`src/rtl/lb_fabric.sv`:
```
// Local-bus fabric: decodes host strobes into a local register window and
// NUM_CH downstream channel windows. Channel reads are tracked by a two-state
// FSM with a timeout that returns a marker word and records the event.
module lb_fabric #(
    parameter int unsigned NUM_CH      = 2,
    parameter int unsigned TIMEOUT_CYC = 255,
    parameter logic [31:0] ID_VALUE    = 32'h12345678
) (
    input  logic                   clk_lb,
    input  logic                   reset_n,
    input  logic                   lb_wr,
    input  logic                   lb_rd,
    input  logic [31:0]            lb_addr,
    input  logic [31:0]            lb_wr_d,
    output logic [31:0]            lb_rd_d,
    output logic                   lb_rd_rdy,
    output logic [NUM_CH-1:0]      ch_wr,
    output logic [NUM_CH-1:0]      ch_rd,
    output logic [15:0]            ch_addr,
    output logic [31:0]            ch_wr_d,
    input  logic [NUM_CH*32-1:0]   ch_rd_d,
    input  logic [NUM_CH-1:0]      ch_rd_rdy,
    output logic                   err
);

    typedef enum logic {IDLE, WAIT_CH} state_t;

    state_t              state_q, state_d;
    logic [31:0]         rdat_q, rdat_d;
    logic                rrdy_q, rrdy_d;
    logic [NUM_CH-1:0]   chwr_q, chwr_d;
    logic [NUM_CH-1:0]   chrd_q, chrd_d;
    logic [15:0]         chaddr_q, chaddr_d;
    logic [31:0]         chdat_q, chdat_d;
    logic [31:0]         scratch_q, scratch_d;
    logic [15:0]         tocnt_q, tocnt_d;
    logic [7:0]          drop_q, drop_d;
    logic [2:0]          last_q, last_d;
    logic                err_q, err_d;
    logic [2:0]          sel_q, sel_d;
    logic [15:0]         timer_q, timer_d;

    // Address decode
    logic [3:0]          win;
    logic [15:0]         off;
    logic                is_local, is_ch;
    logic [2:0]          win_k;
    logic [NUM_CH-1:0]   win_oh;
    logic                rsp_rdy;
    logic [31:0]         rsp_data;
    logic [31:0]         status;
    logic [31:0]         local_rdata;
    logic                clear, tmo_hit;
    logic [1:0]          ndrop;
    logic [8:0]          drop_sum;
    logic                unused_addr;

    assign win         = lb_addr[19:16];
    assign off         = lb_addr[15:0];
    assign unused_addr = ^lb_addr[31:20];
    assign is_local    = (win == 4'd0);
    assign is_ch       = (win != 4'd0) && (32'(win) <= NUM_CH);
    assign win_k       = 3'(win - 4'd1);
    assign status      = {err_q, 4'd0, last_q, drop_q, tocnt_q};

    // Channel one-hot for the decoded window and response mux for the latched channel
    always_comb begin
        win_oh   = '0;
        rsp_rdy  = 1'b0;
        rsp_data = '0;
        for (int i = 0; i < int'(NUM_CH); i++) begin
            if (win_k == 3'(i)) win_oh[i] = 1'b1;
            if (sel_q == 3'(i)) begin
                rsp_rdy  = ch_rd_rdy[i];
                rsp_data = ch_rd_d[i*32 +: 32];
            end
        end
    end

    // Local register read mux; CLEAR and undefined offsets read as zero
    always_comb begin
        local_rdata = '0;
        case (off)
            16'h0000: local_rdata = ID_VALUE;
            16'h0004: local_rdata = scratch_q;
            16'h0008: local_rdata = status;
            default:  local_rdata = '0;
        endcase
    end

    // Next-state and output logic; strobes are accepted only in IDLE
    always_comb begin
        state_d   = state_q;
        rdat_d    = '0;
        rrdy_d    = 1'b0;
        chwr_d    = '0;
        chrd_d    = '0;
        chaddr_d  = chaddr_q;
        chdat_d   = chdat_q;
        scratch_d = scratch_q;
        tocnt_d   = tocnt_q;
        drop_d    = drop_q;
        last_d    = last_q;
        err_d     = err_q;
        sel_d     = sel_q;
        timer_d   = timer_q;
        clear     = 1'b0;
        tmo_hit   = 1'b0;
        ndrop     = 2'd0;
        drop_sum  = '0;

        case (state_q)
            IDLE: begin
                if (lb_wr) begin
                    // A write wins over a simultaneous read; the read is dropped
                    if (is_local) begin
                        if (off == 16'h0004)      scratch_d = lb_wr_d;
                        else if (off == 16'h000C) clear     = 1'b1;
                    end else if (is_ch) begin
                        chwr_d   = win_oh;
                        chaddr_d = off;
                        chdat_d  = lb_wr_d;
                    end
                    if (lb_rd) ndrop = 2'd1;
                end else if (lb_rd) begin
                    if (is_ch) begin
                        chrd_d   = win_oh;
                        chaddr_d = off;
                        sel_d    = win_k;
                        timer_d  = 16'(TIMEOUT_CYC);
                        state_d  = WAIT_CH;
                    end else begin
                        rrdy_d = 1'b1;
                        rdat_d = is_local ? local_rdata : 32'd0;
                    end
                end
            end
            WAIT_CH: begin
                ndrop   = {1'b0, lb_wr} + {1'b0, lb_rd};
                timer_d = timer_q - 16'd1;
                // A response in the final counted cycle still beats the timeout
                if (rsp_rdy) begin
                    rrdy_d  = 1'b1;
                    rdat_d  = rsp_data;
                    state_d = IDLE;
                end else if (timer_q == 16'd1) begin
                    tmo_hit = 1'b1;
                    rrdy_d  = 1'b1;
                    rdat_d  = 32'hDEAD0000 | {29'd0, sel_q};
                    state_d = IDLE;
                end
            end
            default: state_d = IDLE;
        endcase

        // Clear applies first so that a coincident event lands on zeroed counters
        if (clear) begin
            tocnt_d = '0;
            drop_d  = '0;
            last_d  = '0;
            err_d   = 1'b0;
        end
        if (tmo_hit) begin
            tocnt_d = (tocnt_d == 16'hFFFF) ? tocnt_d : tocnt_d + 16'd1;
            last_d  = sel_q;
            err_d   = 1'b1;
        end
        drop_sum = {1'b0, drop_d} + {7'd0, ndrop};
        drop_d   = drop_sum[8] ? 8'hFF : drop_sum[7:0];
    end

    // State and output registers
    always_ff @(posedge clk_lb or negedge reset_n) begin
        if (!reset_n) begin
            state_q   <= IDLE;
            rdat_q    <= '0;
            rrdy_q    <= 1'b0;
            chwr_q    <= '0;
            chrd_q    <= '0;
            chaddr_q  <= '0;
            chdat_q   <= '0;
            scratch_q <= '0;
            tocnt_q   <= '0;
            drop_q    <= '0;
            last_q    <= '0;
            err_q     <= 1'b0;
            sel_q     <= '0;
            timer_q   <= '0;
        end else begin
            state_q   <= state_d;
            rdat_q    <= rdat_d;
            rrdy_q    <= rrdy_d;
            chwr_q    <= chwr_d;
            chrd_q    <= chrd_d;
            chaddr_q  <= chaddr_d;
            chdat_q   <= chdat_d;
            scratch_q <= scratch_d;
            tocnt_q   <= tocnt_d;
            drop_q    <= drop_d;
            last_q    <= last_d;
            err_q     <= err_d;
            sel_q     <= sel_d;
            timer_q   <= timer_d;
        end
    end

    assign lb_rd_d   = rdat_q;
    assign lb_rd_rdy = rrdy_q;
    assign ch_wr     = chwr_q;
    assign ch_rd     = chrd_q;
    assign ch_addr   = chaddr_q;
    assign ch_wr_d   = chdat_q;
    assign err       = err_q;

endmodule

```
`config.mk`:
```
export PLATFORM = sky130hd
export DESIGN_NAME = lb_fabric
export DESIGN_NICKNAME = d
export VERILOG_FILES = /design/src/rtl/lb_fabric.sv
export SDC_FILE = /design/constraint.sdc
export NUM_CORES = 1
export LEC_CHECK = 0
export CAP_MARGIN = 20
export CORE_ASPECT_RATIO = 1.75
export CORE_MARGIN = 1
export CORE_UTILIZATION = 52
export DETAILED_ROUTE_END_ITERATION = 10
export GPL_TIMING_DRIVEN = 0
export PLACE_DENSITY = 0.88
export SYNTH_ARGS = -nofsm -noshare
export SYNTH_HDL_FRONTEND = slang
export SYNTH_SLANG_ARGS = --single-unit
```
`constraint.sdc`:
```
create_clock -name clk_lb -period 7.1 [get_ports clk_lb]
set_clock_uncertainty 0.15 [all_clocks]
set_input_delay 2.13 -clock clk_lb [delete_from_list [all_inputs] [get_ports clk_lb]]
set_output_delay 2.13 -clock clk_lb [all_outputs]
set_load 0.005 [all_outputs]
```
; After elaboration in Yosys (flattened, before gate mapping)
; Cells that the tools add are included.
; Widths: inputs -> output; s select.
[op_classes]
bitwise = 3
order_cmp = 1
div = 0
n_eq_ne = 11
addsub = 5
reduce_logical = 13
n_mux = 60
mul = 0
shift = 0
[op_table]
columns = operator, n
row1 = $mux 32, 8
row2 = $mux 16, 10
row3 = $pmux 32 s3, 1
row4 = $pmux 32 s2, 1
row5 = $eq 16x4->1 const B, 2
row6 = $pmux 16 s2, 1
row7 = $mux 1, 25
row8 = $add 16x1->16 const B, 1
row9 = $eq 16x1->1 const B, 1
row10 = $eq 16x16->1 const B, 1
row11 = $eq 16x3->1 const B, 1
row12 = $logic_not 16->1, 1
row13 = $mux 8, 2
row14 = $sub 16x1->16 const B, 1
row15 = $mux 2, 7
row16 = $reduce_and 4->1, 3
row17 = $add 8x2->9, 1
row18 = $ne 2x2->1 const B, 4
row19 = $eq 3x1->1 const B, 2
row20 = $logic_not 3->1, 2
row21 = $mux 3, 2
row22 = $reduce_and 3->1, 2
row23 = $le 4x2->1 const B, 1
row24 = $logic_not 4->1, 1
row25 = 8 further kinds, 12
[totals]
mem_bits_rw = 0
mem_count = 0
elab_cells = 107
latch_bits = 0
romBits = 0
ff_bits = 165

; Logic depth before layout (Yosys ltp)
; Gate-level depths: netlist of the first run.
[depth]
ltp_word = 10
mapped_depth = 15
depth_no_buf = 14

; Least setup slack after synthesis of the first run
; Ideal clock, no wire load.
[synth_path]
kind = input to register
startpoint = input port lb_addr[16]
endpoint = register tocnt_q[9]
cell_stages = 14
arrival_time_ns = 4.938
setup_slack_ns = 1.935
t_required_ns = 6.873
setup_ns = 0.077
cell_sequence = inv_1 > ha_1 > nor4b_1 > nand4_1 > or3_1 > clkbuf_1 > and2_1 > ha_1 > nand4_1 > or4_1 > nand4_2 > buf_6 > or4_1 > a21oi_1
[synth_via]
elab_chain_len = 8
word_cells_on_any_way = 9
[synth_rtl]
columns = element, line
row1 = "start, declared", 13  ; input logic [31:0] lb_addr,
row2 = $logic_not 4->1 *, 61  ; assign is_local = (win == 4'd0);
row3 = $mux 1 *, 116  ; if (is_local) begin
row4 = $mux 1 *, 114  ; if (lb_wr) begin
row5 = $mux 1 *, 112  ; case (state_q)
row6 = $mux 16 *, 157  ; if (clear) begin
row7 = $add 16x1->16 or $eq 16x16->1 (tied branches), 164  ; tocnt_d = (tocnt_d == 16'hFFFF) ? tocnt_d : tocnt_d + 16'd1;
row8 = $mux 16, 164
row9 = $mux 16 *, 163  ; if (tmo_hit) begin
row10 = net tocnt_d[9], 36  ; logic [15:0] tocnt_q, tocnt_d;
row11 = "end signal, assigned", 198  ; tocnt_q <= tocnt_d;
row12 = "end, declared", 36
; The timed path passes the listed nets; every way through them passes the cells marked *.
; A chain may end at the register's enable or synchronous reset.

; Final worst setup path of the first run
[layout_path]
startpoint = input port lb_addr[16]
endpoint = register tocnt_q[13]
; The elaborated chain is that of the path after synthesis.

==> results of run 1 <==
-- routing by layer --
metal | wire length, um | vias to the layer above | global-route usage (%)
met2 | 12200 | 345 | 55.5
met1 | 8070 | 3185 | 34.1
met5 | 0 | - | 0
met3 | 1440 | 83 | 6.12
met4 | 1090 | 0 | 18.6
li1 | - | 2901 | -
-- registers in the layout, summed over array words and instances, names as in the netlist --
name and cells:
lb_rd_d 32, sel_q 3, ch_wr 2, scratch_q 32, state_q 1, tocnt_q 16
ch_wr_d 32, timer_q 16, err 1, ch_addr 16, ch_rd 2, drop_q 8
last_q 3, lb_rd_rdy 1
-- worst max-delay path: cells and delay by family --
kind            cells  cell delay [ns]
compound gates      1             0.16
fa+ha+maj           2             0.48
buf+inv             4             0.99
simple gates        8             2.35
-- placed cells by master, fill, tap and decap left out, drive strengths merged, types with 4 or more instances in the layout --
| cell type | synthesis | layout |
|---|---|---|
| and2 | 8 | 8 |
| nand3 | 21 | 21 |
| xor2 | 6 | 6 |
| nand2 | 43 | 43 |
| o31ai | 5 | 5 |
| ha | 11 | 11 |
| mux2 | 71 | 71 |
| nor4 | 14 | 14 |
| o21ai | 22 | 22 |
| clkbuf | 24 | 43 |
| inv | 25 | 31 |
| o22ai | 14 | 14 |
| nor2b | 8 | 8 |
| buf | 12 | 16 |
| mux2i | 31 | 31 |
| nor2 | 34 | 34 |
| dfrtp | 165 | 165 |
| clkdlybuf4s50 | 0 | 205 |
| a2111oi | 4 | 4 |
| nor4b | 4 | 4 |
| or4 | 7 | 7 |
| xnor2 | 9 | 9 |
| nor3 | 10 | 10 |
| nand4 | 9 | 9 |
| a22o | 5 | 5 |
| and3 | 6 | 6 |
| a21oi | 44 | 44 |
| a221o | 15 | 15 |
-- layout make-up --
type | instances | area [um^2] | share of cell area, %
Timing Repair Buffer | 209 | 2100 | 19.9
Multi-Input combinational cell | 443 | 3250 | 30.8
Clock inverter | 13 | 139 | 1.32
Clock buffer | 19 | 443 | 4.20
Buffer | 36 | 168 | 1.59
Inverter | 25 | 93.8 | 0.889
Sequential cell | 165 | 4130 | 39.1
Tap cell | 180 | 225 | 2.13
-- path summary, 6_finish.rpt --
check                                  from          end  slack, ns
worst max-delay path            lb_addr[16]  tocnt_q[13]       1.15
worst min-delay path            timer_q[13]  timer_q[13]       0.34
worst max register to register      state_q  tocnt_q[13]       3.20
worst min register to register  timer_q[13]  timer_q[13]       0.34
max in group asynchronous           reset_n    drop_q[4]       4.45
min in group asynchronous           reset_n  ch_wr_d[23]       1.48
-- logic make-up after synthesis --
| kind of cell | count (synthesis) | synth area share, % |
|---|---|---|
| fa+ha+maj | 12 | 2.06 |
| flops | 165 | 54.0 |
| buf+inv | 61 | 3.42 |
| mux | 102 | 14.5 |
| simple gates | 181 | 12.7 |
| xor+xnor | 15 | 1.72 |
| compound gates | 133 | 11.6 |
-- where the power goes --
group	leakage, nW	internal (mW)	total [mW]	switching (mW)
combinational	2.20	0.588	1.02	0.431
clock	0.275	0.503	0.910	0.408
sequential	2.08	1.16	1.32	0.157
total	4.55	2.25	3.25	0.996
-- metrics by stage --
| step | total power [mW] | hold WS (ns) | setup slack [ns] | util, % |
|---|---|---|---|---|
| after floorplan | 1.75 | 0.296 | 1.93 | - |
| after global placement | 2.30 | 0.313 | -2.80 | 69.1 |
| after detailed placement | 2.34 | 0.328 | 0.832 | 69.4 |
| after CTS | 3.25 | 0.345 | 1.25 | 73.4 |
| after global routing | 3.40 | 0.367 | 0.919 | 73.5 |
| final | 3.25 | 0.340 | 1.15 | 73.5 |
==> impl_results.html, run 1 <==
<table>
<tr><th>Metric</th><th>Value</th></tr>
<tr><th colspan="2">CTS</th></tr>
<tr><td>Cell at the root of the clock tree</td><td>clkbuf_16</td></tr>
<tr><td>Insertion delay to the later sink of the worst-skew pair</td><td>roughly 0.43 ns</td></tr>
<tr><td>Post-CTS Setup Inserts</td><td>0</td></tr>
<tr><td>Cts repair resizes</td><td>0</td></tr>
<tr><td>CTS tree</td><td>yes</td></tr>
<tr><td>Largest buffer count on any clock path</td><td>2</td></tr>
<tr><td>H-tree Lvls</td><td>4</td></tr>
<tr><td>Sinks on Clock Net</td><td>approximately 170</td></tr>
<tr><td>Clock transition at the registers of the reported paths</td><td>0.06 ns</td></tr>
<tr><td>Clock buffers created by TritonCTS</td><td>17</td></tr>
<tr><td>Hold-fix buffers at CTS</td><td>0</td></tr>
<tr><th colspan="2">Yosys</th></tr>
<tr><td>Syn_nets</td><td>about 800</td></tr>
<tr><td>Count of mapped cells out of synthesis</td><td>~670</td></tr>
<tr><td>Synth Cell Area</td><td>~7600 um^2</td></tr>
<tr><td>Yosys top cell by area</td><td>dfrtp_1</td></tr>
<tr><td>Area share of the largest cell type after synthesis</td><td>54.0%</td></tr>
<tr><td>Flip-flop and latch count after synthesis</td><td>165</td></tr>
<tr><td>Most common flop cell mapped by yosys</td><td>dfrtp_1</td></tr>
<tr><td>Count leader, synth</td><td>dfrtp_1</td></tr>
<tr><td>Mean area per synthesized cell</td><td>11.4 um^2</td></tr>
<tr><td>Yosys Warn Count</td><td>0</td></tr>
<tr><td>Synth area leaders</td><td>dfrtp_1 54%, mux2_2 10%, mux2i_1 4.1%</td></tr>
<tr><td>Sequential element share of the synthesized area</td><td>54.0%</td></tr>
<tr><td>Async S/R FF share, synth</td><td>100%</td></tr>
<tr><td>Number of synthesized flops with an enable pin</td><td>0</td></tr>
<tr><td>Commonest cells post-synth</td><td>165 x dfrtp_1, 71 x mux2_2, 44 x a21oi_1, 43 x nand2_1, 34 x nor2_1</td></tr>
<tr><td>Unique masters post-synth</td><td>61</td></tr>
<tr><th colspan="2">Routing</th></tr>
<tr><td>Routed Wire Length</td><td>about 23000 um</td></tr>
<tr><td>Post-route DRC violation count</td><td>0</td></tr>
<tr><td>DRC violation total after the first TritonRoute iteration</td><td>518</td></tr>
<tr><td>Average wire per standard cell</td><td>20.9 um</td></tr>
<tr><td>Final ANT Viol Nets</td><td>0</td></tr>
<tr><td>Vias</td><td>6514</td></tr>
<tr><td>Via density per instance</td><td>5.98</td></tr>
<tr><td>DRT Pass-1 Iters</td><td>8</td></tr>
<tr><th colspan="2">STA</th></tr>
<tr><td>Final Hold Vio Count</td><td>0</td></tr>
<tr><td>Achievable frequency</td><td>168 MHz</td></tr>
<tr><td>Normalized max-slew margin</td><td>33.3%</td></tr>
<tr><td>Final number of setup-violating endpoints</td><td>0</td></tr>
<tr><td>Unrepaired setup endpoints after global routing</td><td>no</td></tr>
<tr><td>Number of slew-limit violations in the final report</td><td>0</td></tr>
<tr><td>Period minus WS final</td><td>5.95 ns</td></tr>
<tr><td>Worst Max-Slew Pin Slew</td><td>around 1.0 ns</td></tr>
<tr><td>Period utilisation layout</td><td>83.8%</td></tr>
<tr><td>Accumulated negative setup slack</td><td>0 ns</td></tr>
<tr><th colspan="2">Die</th></tr>
<tr><td>Starting density of the core</td><td>between 50% and 60%</td></tr>
<tr><td>DIE AREA</td><td>roughly 15000 um^2</td></tr>
<tr><td>Die Width</td><td>around 94 um</td></tr>
<tr><td>FP Rows</td><td>58</td></tr>
<tr><td>Total core area</td><td>14400 um^2</td></tr>
<tr><td>Die span in y</td><td>between 150 and 200 um</td></tr>
<tr><td>I/O Pins</td><td>220</td></tr>
<tr><th colspan="2">Power and ir drop</th></tr>
<tr><td>Power density over the cells</td><td>between 300 and 400 nW/um^2</td></tr>
<tr><td>Maximum ir drop on the vdd rail</td><td>0.000210 V</td></tr>
<tr><td>Leakage power total</td><td>~4.5 nW</td></tr>
<tr><th colspan="2">Setup path</th></tr>
<tr><td>Cell Chain, Critical Path</td><td>clkdlybuf4s50_1 -&gt; inv_1 -&gt; ha_1 -&gt; nor4b_1 -&gt; nand4_1 -&gt; or3_1 -&gt; clkbuf_1 -&gt; and2_1 -&gt; ha_1 -&gt; nand4_1 -&gt; or4_1 -&gt; nand4_2 -&gt; buf_6 -&gt; or4_1 -&gt; a21oi_1</td></tr>
<tr><td>Critical path start-end classification</td><td>primary input to register</td></tr>
<tr><td>Stage delay of the slowest cell on the critical path</td><td>0.51 ns</td></tr>
<tr><td>Data arrival at the endpoint of the critical path</td><td>between 6 and 7 ns</td></tr>
<tr><td>Data required time at the worst endpoint</td><td>7.30 ns</td></tr>
<tr><td>Worst setup EP type</td><td>register</td></tr>
<tr><td>Largest fanout on the critical path</td><td>10</td></tr>
<tr><td>Count of cells along the worst register-to-register path</td><td>12</td></tr>
<tr><td>Master of the slowest instance on the critical path</td><td>nor4b_1</td></tr>
<tr><td>Critical path launch point type</td><td>primary input</td></tr>
<tr><th colspan="2">Cells and area</th></tr>
<tr><td>Fraction of final layout cells sized beyond drive strength 1</td><td>about 14%</td></tr>
<tr><td>Finished Layout Cells</td><td>1090</td></tr>
<tr><td>Fill cells</td><td>956</td></tr>
<tr><td>Antenna cell count</td><td>0</td></tr>
<tr><td>Post-synthesis to final-layout area growth</td><td>38.1%</td></tr>
<tr><td>Area of all placed cells without fillers</td><td>roughly 11000 um^2</td></tr>
<tr><td>Net count reported at finish</td><td>1043</td></tr>
<tr><th colspan="2">Global route</th></tr>
<tr><td>Number of global-route vias before repair</td><td>7042</td></tr>
<tr><td>First-pass GRT wire length</td><td>35600 um</td></tr>
<tr><td>Total global-route track usage</td><td>31.3%</td></tr>
<tr><td>Maximum number of pins on one net before global-route repair</td><td>100</td></tr>
<tr><td>GRT Residual Overflow</td><td>0</td></tr>
<tr><td>Antenna violations before repair</td><td>0</td></tr>
<tr><th colspan="2">Run</th></tr>
<tr><td>Maxcap violations</td><td>0</td></tr>
<tr><th colspan="2">Place</th></tr>
<tr><td>Post-placement cell count</td><td>approximately 1100</td></tr>
<tr><td>Port buffer count</td><td>just over 200</td></tr>
<tr><td>Final GP Congestion</td><td>0.934</td></tr>
<tr><td>Total cell area at the placement stage</td><td>roughly 10000 um^2</td></tr>
<tr><td>Detail Placement HPWL</td><td>between 15000 and 20000 um</td></tr>
<tr><th colspan="2">Min path</th></tr>
<tr><td>Min-Delay Path Depth</td><td>1</td></tr>
<tr><td>Class of the most critical hold timing path</td><td>register to register</td></tr>
<tr><th colspan="2">Run status</th></tr>
<tr><td>Status</td><td>finished clean</td></tr>
</table>
Note: power is estimated with default switching activity, not from simulation.
==> run 2: changes to the inputs <==
--- a/config.mk
+++ b/config.mk
@@ -8,10 +8,10 @@
 export CAP_MARGIN = 20
 export CORE_ASPECT_RATIO = 1.75
 export CORE_MARGIN = 1
-export CORE_UTILIZATION = 52
+export CORE_UTILIZATION = 48
 export DETAILED_ROUTE_END_ITERATION = 10
 export GPL_TIMING_DRIVEN = 0
-export PLACE_DENSITY = 0.88
+export PLACE_DENSITY = 0.83
 export SYNTH_ARGS = -nofsm -noshare
 export SYNTH_HDL_FRONTEND = slang
 export SYNTH_SLANG_ARGS = --single-unit
==> constraint.sdc (replaced) <==
create_clock -name clk_lb -period 5.6 [get_ports clk_lb]
set_clock_uncertainty 0.15 [all_clocks]
set_input_delay 1.68 -clock clk_lb [delete_from_list [all_inputs] [get_ports clk_lb]]
set_output_delay 1.68 -clock clk_lb [all_outputs]
set_load 0.005 [all_outputs]
==> run 2 against run 1 <==
Against the previous run: die area grew 8.2%; cell count increased by 0.46%; register-to-register slack got worse by 1.3 ns; wire length down 2.1%; power is 25% higher; clock power is 24% higher; via count about the same; first-iteration DRC count is 4.1% lower; core utilization shrank 5.2 points; sequential cell count unchanged; critical endpoint is now tocnt_q[9].
==> impl_results.html, run 2 (synthesis gave the netlist of run 1 again) <==
<table>
<tr><th>Metric</th><th>Value</th></tr>
<tr><th colspan="2">Run status</th></tr>
<tr><td>Status</td><td>finished clean</td></tr>
<tr><th colspan="2">Power and ir drop</th></tr>
<tr><td>Power density over the cells</td><td>386 nW/um^2 (+25%)</td></tr>
<tr><td>Leakage power total</td><td>4.54 nW (about the same)</td></tr>
<tr><td>Final Power</td><td>4.08 mW (+25%)</td></tr>
<tr><td>Maximum ir drop on the vdd rail</td><td>0.000213 V (+1.7%)</td></tr>
<tr><th colspan="2">Cells and area</th></tr>
<tr><td>Antenna cell count</td><td>0 (unchanged)</td></tr>
<tr><td>Post-layout utilization of the core</td><td>68.3% (-5.2 points)</td></tr>
<tr><td>Post-synthesis to final-layout area growth</td><td>38.1% (about the same)</td></tr>
<tr><td>Net count reported at finish</td><td>1043 (unchanged)</td></tr>
<tr><td>Area of all placed cells without fillers</td><td>10600 um^2 (about the same)</td></tr>
<tr><td>Fraction of final layout cells sized beyond drive strength 1</td><td>13.8% (+0.015 points)</td></tr>
<tr><td>Most frequent cells in the layout</td><td>205 x clkdlybuf4s50_1, 165 x dfrtp_1, 71 x mux2_2, 44 x a21oi_1, 43 x nand2_1</td></tr>
<tr><td>Commonest non-fill, non-tap cell in the layout</td><td>clkdlybuf4s50_1</td></tr>
<tr><td>Finished Layout Cells</td><td>1095 (+0.46%)</td></tr>
<tr><th colspan="2">STA</th></tr>
<tr><td>Final WS setup</td><td>0.261 ns (-0.893 ns)</td></tr>
<tr><td>Number of slew-limit violations in the final report</td><td>0 (unchanged)</td></tr>
<tr><td>Period utilisation layout</td><td>95.3%</td></tr>
<tr><td>Worst Max-Slew Pin Slew</td><td>0.926 ns (-0.0748 ns)</td></tr>
<tr><td>Final number of setup-violating endpoints</td><td>0 (unchanged)</td></tr>
<tr><td>Unrepaired setup endpoints after global routing</td><td>no</td></tr>
<tr><td>Final Hold Vio Count</td><td>0 (unchanged)</td></tr>
<tr><td>Normalized max-slew margin</td><td>38.3% (+5.0 points)</td></tr>
<tr><td>Period minus WS final</td><td>5.34 ns</td></tr>
<tr><td>Smallest hold slack</td><td>0.339 ns (-0.000843 ns)</td></tr>
<tr><td>Accumulated negative setup slack</td><td>0 ns (unchanged)</td></tr>
<tr><td>Achievable frequency</td><td>187 MHz</td></tr>
<tr><th colspan="2">CTS</th></tr>
<tr><td>Largest buffer count on any clock path</td><td>2 (unchanged)</td></tr>
<tr><td>Hold-fix buffers at CTS</td><td>0 (unchanged)</td></tr>
<tr><td>Insertion delay to the later sink of the worst-skew pair</td><td>0.42 ns (about the same)</td></tr>
<tr><td>Cell at the root of the clock tree</td><td>clkbuf_16</td></tr>
<tr><td>Sinks on Clock Net</td><td>165 (unchanged)</td></tr>
<tr><td>Clock buffers created by TritonCTS</td><td>17 (unchanged)</td></tr>
<tr><td>H-tree Lvls</td><td>4 (unchanged)</td></tr>
<tr><td>Clock transition at the registers of the reported paths</td><td>0.06 ns (about the same)</td></tr>
<tr><td>CTS tree</td><td>yes</td></tr>
<tr><th colspan="2">Routing</th></tr>
<tr><td>DRT Pass-1 Iters</td><td>5 (-3)</td></tr>
<tr><td>Vias</td><td>6516 (+0.031%)</td></tr>
<tr><td>DRC violation total after the first TritonRoute iteration</td><td>497 (-4.1%)</td></tr>
<tr><td>Final ANT Viol Nets</td><td>0 (unchanged)</td></tr>
<tr><td>Detailed-routing wirelength on met1</td><td>8120 um (+0.61%)</td></tr>
<tr><td>Detail Route met2 WL</td><td>11700 um (-3.9%)</td></tr>
<tr><td>Routed Wire Length</td><td>22300 um (-2.1%)</td></tr>
<tr><td>Average wire per standard cell</td><td>20.4 um (-2.5%)</td></tr>
<tr><td>Post-route DRC violation count</td><td>0 (unchanged)</td></tr>
<tr><td>Via density per instance</td><td>5.95 (-0.43%)</td></tr>
<tr><td>Top Metal Used</td><td>met4</td></tr>
<tr><td>Detailed route wirelength on metal3</td><td>1360 um (-5.2%)</td></tr>
<tr><th colspan="2">Place</th></tr>
<tr><td>Total cell area at the placement stage</td><td>9970 um^2 (about the same)</td></tr>
<tr><td>Port buffer count</td><td>206 (unchanged)</td></tr>
<tr><td>Final GP Congestion</td><td>0.937 (+0.26%)</td></tr>
<tr><td>Setup WS pre-CTS</td><td>-0.218 ns (-1.05 ns)</td></tr>
<tr><td>Detail Placement HPWL</td><td>16400 um (-1.7%)</td></tr>
<tr><td>Post-placement cell count</td><td>1062 (+0.47%)</td></tr>
<tr><th colspan="2">Setup path</th></tr>
<tr><td>Data required time at the worst endpoint</td><td>5.79 ns (-1.51 ns)</td></tr>
<tr><td>Worst setup EP type</td><td>register</td></tr>
<tr><td>Data arrival at the endpoint of the critical path</td><td>5.53 ns (-0.62 ns)</td></tr>
<tr><td>Critical path launch point type</td><td>primary input</td></tr>
<tr><td>Largest fanout on the critical path</td><td>10 (unchanged)</td></tr>
<tr><td>Critical path start-end classification</td><td>primary input to register</td></tr>
<tr><th colspan="2">Die</th></tr>
<tr><td>Die Width</td><td>97.4 um (+4.0%)</td></tr>
<tr><td>I/O Pins</td><td>220 (unchanged)</td></tr>
<tr><td>Die span in y</td><td>169 um (+4.0%)</td></tr>
<tr><td>Starting density of the core</td><td>49.4% (-3.8 points)</td></tr>
<tr><td>DIE AREA</td><td>16500 um^2 (+8.2%)</td></tr>
<tr><td>Total core area</td><td>15500 um^2 (+7.6%)</td></tr>
<tr><td>FP Rows</td><td>60 (+3.4%)</td></tr>
<tr><th colspan="2">Global route</th></tr>
<tr><td>First-pass GRT wire length</td><td>35200 um (-1.1%)</td></tr>
<tr><td>GRT Residual Overflow</td><td>0 (unchanged)</td></tr>
<tr><td>Total global-route track usage</td><td>27.7% (-3.6 points)</td></tr>
<tr><td>Antenna violations before repair</td><td>0 (unchanged)</td></tr>
<tr><td>Maximum number of pins on one net before global-route repair</td><td>128 (+28%)</td></tr>
<tr><td>Number of global-route vias before repair</td><td>6631 (-5.8%)</td></tr>
<tr><th colspan="2">Run</th></tr>
<tr><td>Maxcap violations</td><td>0 (unchanged)</td></tr>
<tr><th colspan="2">Min path</th></tr>
<tr><td>Class of the most critical hold timing path</td><td>register to register</td></tr>
</table>
==> run 2: changes by cell type in the layout (fill, tap and decap cells not counted), sizes merged <==
cell and change:
buf -1, clkinv +1, clkinvlp -1
==> run 2: power breakdown <==
group | internal [mW] | total [mW] | switching (mW)
clock | 0.624 | 1.13 | 0.508
sequential | 1.47 | 1.67 | 0.195
combinational | 0.745 | 1.28 | 0.531
==> run 2: worst max-delay path, cell delays in order <==
cell	delay [ns]
clkdlybuf4s50_1	0.45
inv_1	0.13
ha_1	0.24
nor4b_2	0.33
nand4_1	0.21
or3_1	0.41
clkbuf_1	0.24
and2_1	0.24
ha_1	0.25
nand4_1	0.23
or4_1	0.21
nand4_2	0.13
buf_6	0.17
or4_1	0.41
a21oi_1	0.18
==> run 2: per-layer routing <==
layer	up-vias	GRT usage, %
met5	-	0
met4	0	14.0
met3	70	5.66
met2	326	49.2
met1	3223	31.3
li1	2897	-
==> run 2: final timing paths <==
kind,depth (start not counted),slack [ns],startpoint,endpoint
setup reg to reg,12,1.87,state_q,tocnt_q[9]
max in group asynchronous,2,3.38,reset_n,tocnt_q[2]
hold / removal,1,0.34,timer_q[13],timer_q[13]
hold reg to reg,1,0.34,timer_q[13],timer_q[13]
min in group asynchronous,1,0.96,reset_n,ch_wr_d[23]
setup / recovery,15,0.26,lb_addr[16],tocnt_q[9]
==> run 2: area by class of cell <==
cell class	count	area, um^2
Sequential cell	165	4130
Clock inverter	13	140
Clock buffer	18	429
Tap cell	186	233
Inverter	25	93.8
Buffer	36	168
Multi-Input combinational cell	443	3260
Fill cell	1150	4910
Timing Repair Buffer	209	2100
==> run 2: timing repair <==
item	in CTS	in global routing
setup endpoints to repair	0	4
gates resized for setup	0	1
setup buffers	0	0
==> run 3: changes to the inputs <==
--- a/config.mk
+++ b/config.mk
@@ -6,7 +6,7 @@
 export NUM_CORES = 1
 export LEC_CHECK = 0
 export CAP_MARGIN = 20
-export CORE_ASPECT_RATIO = 1.75
+export CORE_ASPECT_RATIO = 0.9
 export CORE_MARGIN = 1
 export CORE_UTILIZATION = 48
 export DETAILED_ROUTE_END_ITERATION = 10
==> run 3 against run 2 <==
Against the previous run: setup slack better by 0.080 ns; core utilization rose by 0.22 points; wire length decreased by 2.6%; critical path type unchanged; highest routed layer unchanged.
==> impl_results.html, run 3 (synthesis gave the netlist of run 1 again) <==
<table>
<tr><th>Metric</th><th>Value</th></tr>
<tr><th colspan="2">Cells and area</th></tr>
<tr><td>Fill cells</td><td>1197 (+4.1%)</td></tr>
<tr><td>Most frequent cells in the layout</td><td>205 x clkdlybuf4s50_1, 165 x dfrtp_1, 71 x mux2_2, 44 x a21oi_1, 43 x nand2_1</td></tr>
<tr><td>Finished Layout Cells</td><td>1112 (+1.6%)</td></tr>
<tr><td>Fraction of final layout cells sized beyond drive strength 1</td><td>14.0% (+0.20 points)</td></tr>
<tr><td>Net count reported at finish</td><td>1043 (unchanged)</td></tr>
<tr><td>Post-layout utilization of the core</td><td>68.5% (+0.22 points)</td></tr>
<tr><td>Commonest non-fill, non-tap cell in the layout</td><td>clkdlybuf4s50_1</td></tr>
<tr><td>Antenna cell count</td><td>0 (unchanged)</td></tr>
<tr><td>Area of all placed cells without fillers</td><td>10600 um^2 (+0.52%)</td></tr>
<tr><td>Post-synthesis to final-layout area growth</td><td>38.8%</td></tr>
<tr><th colspan="2">Global route</th></tr>
<tr><td>Number of global-route vias before repair</td><td>6501 (-2.0%)</td></tr>
<tr><td>First-pass GRT wire length</td><td>34300 um (-2.7%)</td></tr>
<tr><td>GRT Residual Overflow</td><td>0 (unchanged)</td></tr>
<tr><td>Antenna violations before repair</td><td>0 (unchanged)</td></tr>
<tr><td>Maximum number of pins on one net before global-route repair</td><td>94 (-27%)</td></tr>
<tr><td>Total global-route track usage</td><td>27.9% (+0.23 points)</td></tr>
<tr><th colspan="2">Run status</th></tr>
<tr><td>Status</td><td>finished clean</td></tr>
<tr><th colspan="2">STA</th></tr>
<tr><td>Unrepaired setup endpoints after global routing</td><td>no</td></tr>
<tr><td>Period utilisation layout</td><td>93.9% (-1.4 points)</td></tr>
<tr><td>Period minus WS final</td><td>5.26 ns (-0.0795 ns)</td></tr>
<tr><td>Final Hold Vio Count</td><td>0 (unchanged)</td></tr>
<tr><td>Worst Max-Slew Pin Slew</td><td>0.923 ns (-0.00288 ns)</td></tr>
<tr><td>Final number of setup-violating endpoints</td><td>0 (unchanged)</td></tr>
<tr><td>Final WS setup</td><td>0.340 ns (+0.0795 ns)</td></tr>
<tr><td>Achievable frequency</td><td>190 MHz (+1.5%)</td></tr>
<tr><td>Smallest hold slack</td><td>0.332 ns (-0.00673 ns)</td></tr>
<tr><td>Number of slew-limit violations in the final report</td><td>0 (unchanged)</td></tr>
<tr><td>Normalized max-slew margin</td><td>38.5% (+0.19 points)</td></tr>
<tr><th colspan="2">Setup path</th></tr>
<tr><td>Largest fanout on the critical path</td><td>10 (unchanged)</td></tr>
<tr><td>Critical path start-end classification</td><td>primary input to register</td></tr>
<tr><td>Worst setup EP type</td><td>register</td></tr>
<tr><td>Crit. Startpoint</td><td>lb_addr[16]</td></tr>
<tr><td>Critical path launch point type</td><td>primary input</td></tr>
<tr><td>Launching point of the worst reg2reg path</td><td>state_q</td></tr>
<tr><td>Data arrival at the endpoint of the critical path</td><td>5.47 ns (-0.06 ns)</td></tr>
<tr><td>Data required time at the worst endpoint</td><td>5.81 ns (+0.02 ns)</td></tr>
<tr><th colspan="2">CTS</th></tr>
<tr><td>Clock transition at the registers of the reported paths</td><td>0.06 ns (about the same)</td></tr>
<tr><td>H-tree Lvls</td><td>4 (unchanged)</td></tr>
<tr><td>Largest buffer count on any clock path</td><td>2 (unchanged)</td></tr>
<tr><td>CTS tree</td><td>yes</td></tr>
<tr><td>Post-CTS Setup Inserts</td><td>0 (unchanged)</td></tr>
<tr><td>Cts repair resizes</td><td>0 (unchanged)</td></tr>
<tr><td>Insertion delay to the later sink of the worst-skew pair</td><td>0.44 ns (+0.02 ns)</td></tr>
<tr><td>Clock buffers created by TritonCTS</td><td>17 (unchanged)</td></tr>
<tr><td>Cell at the root of the clock tree</td><td>clkbuf_16</td></tr>
<tr><td>Sinks on Clock Net</td><td>165 (unchanged)</td></tr>
<tr><td>Hold-fix buffers at CTS</td><td>0 (unchanged)</td></tr>
<tr><th colspan="2">Power and ir drop</th></tr>
<tr><td>Share of power burned in registers</td><td>40.6% (-0.3 points)</td></tr>
<tr><td>Clock share of power</td><td>28.6% (+0.8 points)</td></tr>
<tr><td>Switching power</td><td>1.24 mW (+0.47%)</td></tr>
<tr><td>Power density over the cells</td><td>389 nW/um^2 (+0.62%)</td></tr>
<tr><td>Leakage power total</td><td>4.55 nW (+0.20%)</td></tr>
<tr><td>Internal cell power</td><td>2.88 mW (+1.4%)</td></tr>
<tr><td>Switching Fraction</td><td>30.1% (-0.20 points)</td></tr>
<tr><td>Power share of the combinational group</td><td>30.8% (-0.5 points)</td></tr>
<tr><td>Maximum ir drop on the vdd rail</td><td>0.000202 V (-5.3%)</td></tr>
<tr><th colspan="2">Place</th></tr>
<tr><td>Detail Placement HPWL</td><td>15900 um (-3.3%)</td></tr>
<tr><td>Final GP Congestion</td><td>0.955 (+2.0%)</td></tr>
<tr><td>Setup WS pre-CTS</td><td>-0.323 ns (-0.106 ns)</td></tr>
<tr><td>Post-placement cell count</td><td>1080 (+1.7%)</td></tr>
<tr><td>Port buffer count</td><td>206 (unchanged)</td></tr>
<tr><td>Total cell area at the placement stage</td><td>10000 um^2 (+0.35%)</td></tr>
<tr><th colspan="2">Routing</th></tr>
<tr><td>Detail Route met2 WL</td><td>10400 um (-11%)</td></tr>
<tr><td>Detailed-routing wirelength on met1</td><td>8630 um (+6.2%)</td></tr>
<tr><td>Average wire per standard cell</td><td>19.5 um (-4.1%)</td></tr>
<tr><td>Detailed route wirelength on metal3</td><td>2020 um (+48%)</td></tr>
<tr><td>Vias</td><td>6314 (-3.1%)</td></tr>
<tr><td>Top Metal Used</td><td>met4</td></tr>
<tr><td>DRT Pass-1 Iters</td><td>5 (unchanged)</td></tr>
<tr><td>Routed Wire Length</td><td>21700 um (-2.6%)</td></tr>
<tr><td>Via density per instance</td><td>5.68 (-4.6%)</td></tr>
<tr><td>Final ANT Viol Nets</td><td>0 (unchanged)</td></tr>
<tr><td>DRC violation total after the first TritonRoute iteration</td><td>536 (+7.8%)</td></tr>
<tr><td>Post-route DRC violation count</td><td>0 (unchanged)</td></tr>
<tr><th colspan="2">Die</th></tr>
<tr><td>FP Rows</td><td>43 (-28%)</td></tr>
<tr><td>Die Width</td><td>135 um (+39%)</td></tr>
<tr><td>I/O Pins</td><td>220 (unchanged)</td></tr>
<tr><td>Die span in y</td><td>122 um (-28%)</td></tr>
<tr><td>Total core area</td><td>15500 um^2 (+0.19%)</td></tr>
<tr><td>Starting density of the core</td><td>49.3% (-0.096 points)</td></tr>
<tr><td>DIE AREA</td><td>16400 um^2 (-0.12%)</td></tr>
<tr><th colspan="2">Run</th></tr>
<tr><td>Maxcap violations</td><td>0 (unchanged)</td></tr>
<tr><th colspan="2">Min path</th></tr>
<tr><td>Launch point of the worst hold path</td><td>timer_q[13]</td></tr>
<tr><td>Class of the most critical hold timing path</td><td>register to register</td></tr>
</table>
run 3: changes by cell type in the layout (fill, tap and decap cells not counted):
cell,before,now
bufinv_16,1,2
clkbuf_1,25,24
clkbuf_2,1,0
clkdlybuf4s18_2,0,1
clkinv_2,0,1
clkinv_4,3,2
clkinv_8,1,0
clkinvlp_4,2,4
nor4b_2,1,0
nor4b_4,0,1
run 3: cell type report:
type	instances	area, um^2	share of cell area (%)
inverter	25	93.8	0.884
clock inverter	15	165	1.56
multi-input combinational	443	3270	30.8
sequential	165	4130	38.9
timing repair buffer	209	2110	19.9
clock buffer	17	425	4.01
tap	202	253	2.38
buffer	36	168	1.58
run 3: layer usage:
metal	track usage (%)	vias to the layer above
met5	0	-
li1	-	2897
met3	9.40	50
met4	12.4	0
met1	34.3	3075
met2	44.8	292
run 3: power groups by stage:
stage | clock, mW | sequential [mW] | combinational (mW)
after floorplan | 0 | 1.67 | 0.544
after global placement | 0 | 1.68 | 1.23
after detailed placement | 0 | 1.69 | 1.26
after CTS | 1.19 | 1.67 | 1.27
after global routing | 1.24 | 1.71 | 1.37
final | 1.18 | 1.68 | 1.27
run 3: worst paths after layout:
check,endpoint,slack (ns),cells after the start
max,tocnt_q[9],0.34,15
min,timer_q[13],0.33,1
max in group asynchronous,state_q,3.36,2
max reg2reg,tocnt_q[9],1.93,12
min reg2reg,timer_q[13],0.33,1
min in group asynchronous,lb_rd_d[4],1.05,1
run 3: critical path: stages:
cell and delay [ns]:
clkdlybuf4s50_1 0.44, inv_1 0.12, ha_1 0.26, nor4b_4 0.29, nand4_1 0.19, or3_1 0.40
clkbuf_1 0.24, and2_1 0.25, ha_1 0.25, nand4_1 0.22, or4_1 0.23, nand4_2 0.14
buf_6 0.17, or4_1 0.40, a21oi_1 0.17
run 3: per-stage QoR:
step	TNS, ns	power (mW)
CTS	0	4.13
finish	0	4.12
global route	0	4.32
floorplan	0	2.21
global placement	-660.60	2.91
detailed placement	-1.18	2.95
